$ cat config.mk
export PLATFORM = sky130hd
export DESIGN_NAME = fpu_mult_request_ctrl
export DESIGN_NICKNAME = d
export VERILOG_FILES = /design/src/rtl/fpu_mult_request_ctrl.sv
export SDC_FILE = /design/constraint.sdc
export NUM_CORES = 1
export LEC_CHECK = 0
export CAP_MARGIN = 10
export CORE_MARGIN = 2
export CORE_UTILIZATION = 40
export DETAILED_ROUTE_END_ITERATION = 10
export PLACE_DENSITY_LB_ADDON = 0.08
export SETUP_SLACK_MARGIN = 0.05
export SLEW_MARGIN = 25
export SYNTH_ARGS = -nofsm -noshare
export SYNTH_HDL_FRONTEND = slang
export SYNTH_SLANG_ARGS = --single-unit
export TNS_END_PERCENT = 5
$ cat constraint.sdc
create_clock -name clk -period 3.4 [get_ports clk]
set_clock_uncertainty 0.2 [all_clocks]
set_input_delay 0.68 -clock clk [delete_from_list [all_inputs] [get_ports clk]]
set_output_delay 0.68 -clock clk [all_outputs]
set_load 0.005 [all_outputs]
$ cat src/rtl/fpu_mult_request_ctrl.sv
// Initiator-side controller for the FP multiply unit: accepts operand pairs, runs the
// beg_FSM / ready_flag / rst_FSM handshake with a timeout, and presents the captured result.
module fpu_mult_request_ctrl #(
  parameter int unsigned W       = 32,
  parameter int unsigned TIMEOUT = 64
) (
  input  logic         clk,
  input  logic         rst,
  input  logic         in_valid,
  output logic         in_ready,
  input  logic [W-1:0] in_x,
  input  logic [W-1:0] in_y,
  input  logic [1:0]   in_round,
  output logic         out_valid,
  input  logic         out_ready,
  output logic [W-1:0] out_result,
  output logic         out_overflow,
  output logic         out_underflow,
  output logic         out_timeout,
  output logic         beg_FSM,
  output logic         rst_FSM,
  output logic [W-1:0] Data_MX,
  output logic [W-1:0] Data_MY,
  output logic [1:0]   round_mode,
  input  logic         ready_flag,
  input  logic [W-1:0] F_ieee_result,
  input  logic         overflow_flag,
  input  logic         underflow_flag,
  output logic         busy
);

  typedef enum logic [2:0] {
    IDLE,
    START,
    WAIT,
    RELEASE,
    OUTPUT
  } state_t;

  localparam logic [15:0] TIMER_LAST = 16'(TIMEOUT - 1);

  state_t      state;
  state_t      state_next;
  logic [15:0] timer;
  logic        accept;
  logic        expired;

  assign accept  = in_valid & in_ready;
  assign expired = (timer == TIMER_LAST);

  always_ff @(posedge clk or negedge rst) begin
    if (!rst) begin
      state <= IDLE;
    end else begin
      state <= state_next;
    end
  end

  always_comb begin
    state_next = state;
    unique case (state)
      IDLE:    if (accept) state_next = START;
      START:   state_next = WAIT;
      WAIT:    if (ready_flag || expired) state_next = RELEASE;
      RELEASE: state_next = OUTPUT;
      OUTPUT:  if (out_ready) state_next = IDLE;
      default: state_next = IDLE;
    endcase
  end

  always_comb begin
    in_ready  = (state == IDLE);
    beg_FSM   = (state == START);
    rst_FSM   = (state == RELEASE);
    out_valid = (state == OUTPUT);
    busy      = (state != IDLE);
  end

  always_ff @(posedge clk or negedge rst) begin
    if (!rst) begin
      Data_MX    <= '0;
      Data_MY    <= '0;
      round_mode <= '0;
    end else if (accept) begin
      Data_MX    <= in_x;
      Data_MY    <= in_y;
      round_mode <= in_round;
    end
  end

  // ready_flag takes priority over expiry, so a result arriving on the last WAIT cycle is kept.
  always_ff @(posedge clk or negedge rst) begin
    if (!rst) begin
      timer         <= '0;
      out_result    <= '0;
      out_overflow  <= 1'b0;
      out_underflow <= 1'b0;
      out_timeout   <= 1'b0;
    end else begin
      if (state == START) begin
        timer <= '0;
      end else if (state == WAIT) begin
        if (ready_flag) begin
          out_result    <= F_ieee_result;
          out_overflow  <= overflow_flag;
          out_underflow <= underflow_flag;
          out_timeout   <= 1'b0;
        end else if (expired) begin
          out_result    <= '0;
          out_overflow  <= 1'b0;
          out_underflow <= 1'b0;
          out_timeout   <= 1'b1;
        end else begin
          timer <= timer + 16'd1;
        end
      end
    end
  end

endmodule

==> metrics <==
count of mapped cells out of synthesis between 300 and 400; per-cell routed wire length 17.30 um; hold_buf cts 0; global-route wire length before repair 19840 um; status finished clean; Layout fillers 890; library cells used by synthesis 38; number of global-route vias before repair 3947; critical path launch point type register; Setup WS pre-CTS 0.1952 ns; total of buffers placed on input and output ports 210; Pwr per Cell Area a little under 900 nW/um^2; H-tree levels 4; count of endpoints failing setup in the final report 0; register bit total from synthesis 120; internal power consumption roughly 5.0 mW; path class of the lowest-slack min-delay path in -> async; Final GP Congestion 0.8271; largest driver fanout on the critical path 9; normalized max-slew margin 53.39%; core area 11470 sq um; via count normalized by instance count 5.054; CTS Buf Count 17; reg-to-reg startpoint state[0]; TritonCTS clock tree done; final worst path period need 2.930 ns; tightest hold margin between 0.1 and 0.15 ns; largest net degree at the start of global routing 57; total power consumption of the routed design 6.773 mW; total routed wirelength 12250 um; Antenna Nets Post-Route 0; # clock sinks 120; area of the die 12650 sq um; highest achievable clock rate 341.3 MHz; synthesized area 4708 sq um; post-route fraction of the period consumed by the critical path about 86%; non-filler cells, final 708; Total Nets Final 658; part of the power in combinational logic between 30% and 40%; switching share of power 26.66%; Worst Path Arrival 2.05 ns; Die Wd about 110 um; count of warnings emitted by yosys 0; post-route DRC violation count 0; total track usage 20.09%; number of placement rows 39; area growth from synthesis to final layout 60.83%; Critical path origin state[1]; number of antenna violations at the first check in global routing 0; final number of max-transition violations 0; final total negative setup slack 0 ns; Final Hold Vio Count 0; Setup crit end kind output pin; total cell area at the placement stage 6993 sq um; net switching component of the power 1.806 mW; Lkg Pwr 3.213 nW; cell total after placement 676; maximum resistive drop on vdd 606.1 uV; Top Ports 211; fin util between 60% and 70%; worst path required time about 2.5 ns; final antenna diode count 0; number of detailed-routing iterations run before antenna repair 4; count of vias placed by the detailed router 3578; share of synthesized area occupied by flip-flops and latches between 60% and 70%; cell chosen for the clock root clkbuf_16; proportion of power drawn by the clock network 25.3%; depth of the worst register-to-register path 4; capturing point of the worst reg2reg path timer[12]; Bufs on Longest Clock Path 2; Post-Synthesis Net Count 439; number of max-cap violations 0; share of final-layout standard cells stronger than drive strength 1 about a fifth; Setup Buffers After CTS 0; cell area after layout approximately 7600 sq um; minimum setup slack among reg-to-reg paths approximately 0.84 ns; global-route congestion overflow total 0; final critical-path setup slack 0.4698 ns; critical path class reg -> out; insertion delay of the later-clocked pin in the worst-skew pair 0.40 ns; transition time of the tightest slew-check pin 0.6991 ns; drt first-iter violations 113; clock-pin transition on the worst setup and hold timing paths 0.05 ns; Starting Density about 40%; sequential share of power between 30% and 40%; per-instance average area after synthesis 14.14 sq um; vertical die dimension 112.5 um; setup repair after global routing missed its margin no; post-CTS sizing 0; Detail Placement HPWL 8888 um
-- routing by layer --
metal	part of all wire, %	routed length (um)	up-vias	track usage, %
li1	-	-	1664	-
met1	39	4788	1761	22.70
met2	50	6077	140	33.29
met3	9.9	1210	13	9.125
met4	1.4	176	0	8.049
met5	0	0	-	0
-- synth_stat cells, drive strengths merged --
master | instances | area share, %
o21ai | 10 | 1.1
or4 | 5 | 0.96
a21oi | 11 | 1.2
o31ai | 4 | 0.64
and3b | 1 | 0.21
or4b | 2 | 0.43
nand2 | 8 | 0.64
inv | 6 | 0.48
xnor2 | 1 | 0.19
or2 | 1 | 0.13
nand4b | 2 | 0.37
or3b | 2 | 0.37
mux2i | 2 | 0.43
ha | 1 | 0.27
and3 | 3 | 0.43
or3 | 8 | 1.1
nand3 | 7 | 0.74
nor3b | 1 | 0.16
nor2 | 4 | 0.32
and2 | 3 | 0.43
o211ai | 3 | 0.48
a21o | 1 | 0.16
mux2 | 66 | 16
nor3 | 2 | 0.21
dfrtp | 120 | 64
nand4 | 2 | 0.27
a22o | 34 | 6.3
clkbuf | 13 | 1.0
o221a | 1 | 0.24
nor4b | 1 | 0.19
nor4 | 2 | 0.27
buf | 6 | 0.77
-- final cells by class --
type | instances | area, sq um | share of cell area [%]
repair buffers | 219 | 2180 | 28.78
inverters | 6 | 22.52 | 0.2974
flip-flops and latches | 120 | 3003 | 39.66
well taps | 143 | 178.9 | 2.363
multi-input cells | 188 | 1609 | 21.25
clock buffers | 24 | 511.7 | 6.758
clock inverters | 8 | 67.56 | 0.8923
-- worst max-delay path by stage --
stage	to
CTS	beg_FSM
global route	beg_FSM
global placement	timer[12]
detailed placement	timer[12]
finish	beg_FSM
floorplan	timer[14]
-- layout by cell type (no fill, tap or decap), types with 2 or more instances in the layout --
cell type | netlist | routed
nand4b_1 | 2 | 2
or3_1 | 7 | 7
clkbuf_8 | 0 | 6
mux2_2 | 66 | 66
or3b_2 | 2 | 2
clkinv_2 | 0 | 6
dfrtp_1 | 120 | 120
a21oi_1 | 11 | 11
o211ai_1 | 3 | 3
or4_1 | 3 | 3
a22o_1 | 34 | 34
nand3_1 | 7 | 7
clkdlybuf4s50_1 | 0 | 209
inv_1 | 6 | 6
nand4_1 | 2 | 2
and2_2 | 1 | 2
or4b_1 | 2 | 2
nor2_1 | 4 | 4
o21ai_0 | 9 | 9
or4_4 | 2 | 2
mux2i_1 | 2 | 2
nand2_1 | 8 | 8
clkbuf_16 | 0 | 17
and3_1 | 2 | 2
o31ai_1 | 4 | 4
nor3_1 | 2 | 2
buf_4 | 0 | 9
-- state kept, by name, indices dropped and copies added, names as in the netlist --
| register | flops |
|---|---|
| timer | 16 |
| state | 3 |
| Data_MY | 32 |
| out_result | 32 |
| round_mode | 2 |
| out_overflow | 1 |
| Data_MX | 32 |
| out_underflow | 1 |
| out_timeout | 1 |
-- power groups by stage --
stage / clock network (mW) / registers [mW] / logic (mW)
detailed placement: 0 / 2.41 / 2.69
floorplan: 0 / 2.44 / 0.989
CTS: 1.75 / 2.41 / 2.70
global placement: 0 / 2.39 / 2.65
finish: 1.71 / 2.41 / 2.65
global route: 1.82 / 2.50 / 2.86
-- critical path: stages, from the launching register on --
cell and delay (ns):
dfrtp_1 0.45, or3b_2 0.57, inv_1 0.13, clkdlybuf4s50_1 0.51
-- logic make-up after synthesis --
group                      synth area share [%]
DFF                                       63.78
muxes                                     16.21
AOI/OAI and AO/OA                         10.07
and+or+nand+nor                           7.202
buffers and inverters                     2.285
xor gates and xnor gates                 0.1861
adders and majority gates                0.2657
Power figures use the tool's default switching activity.
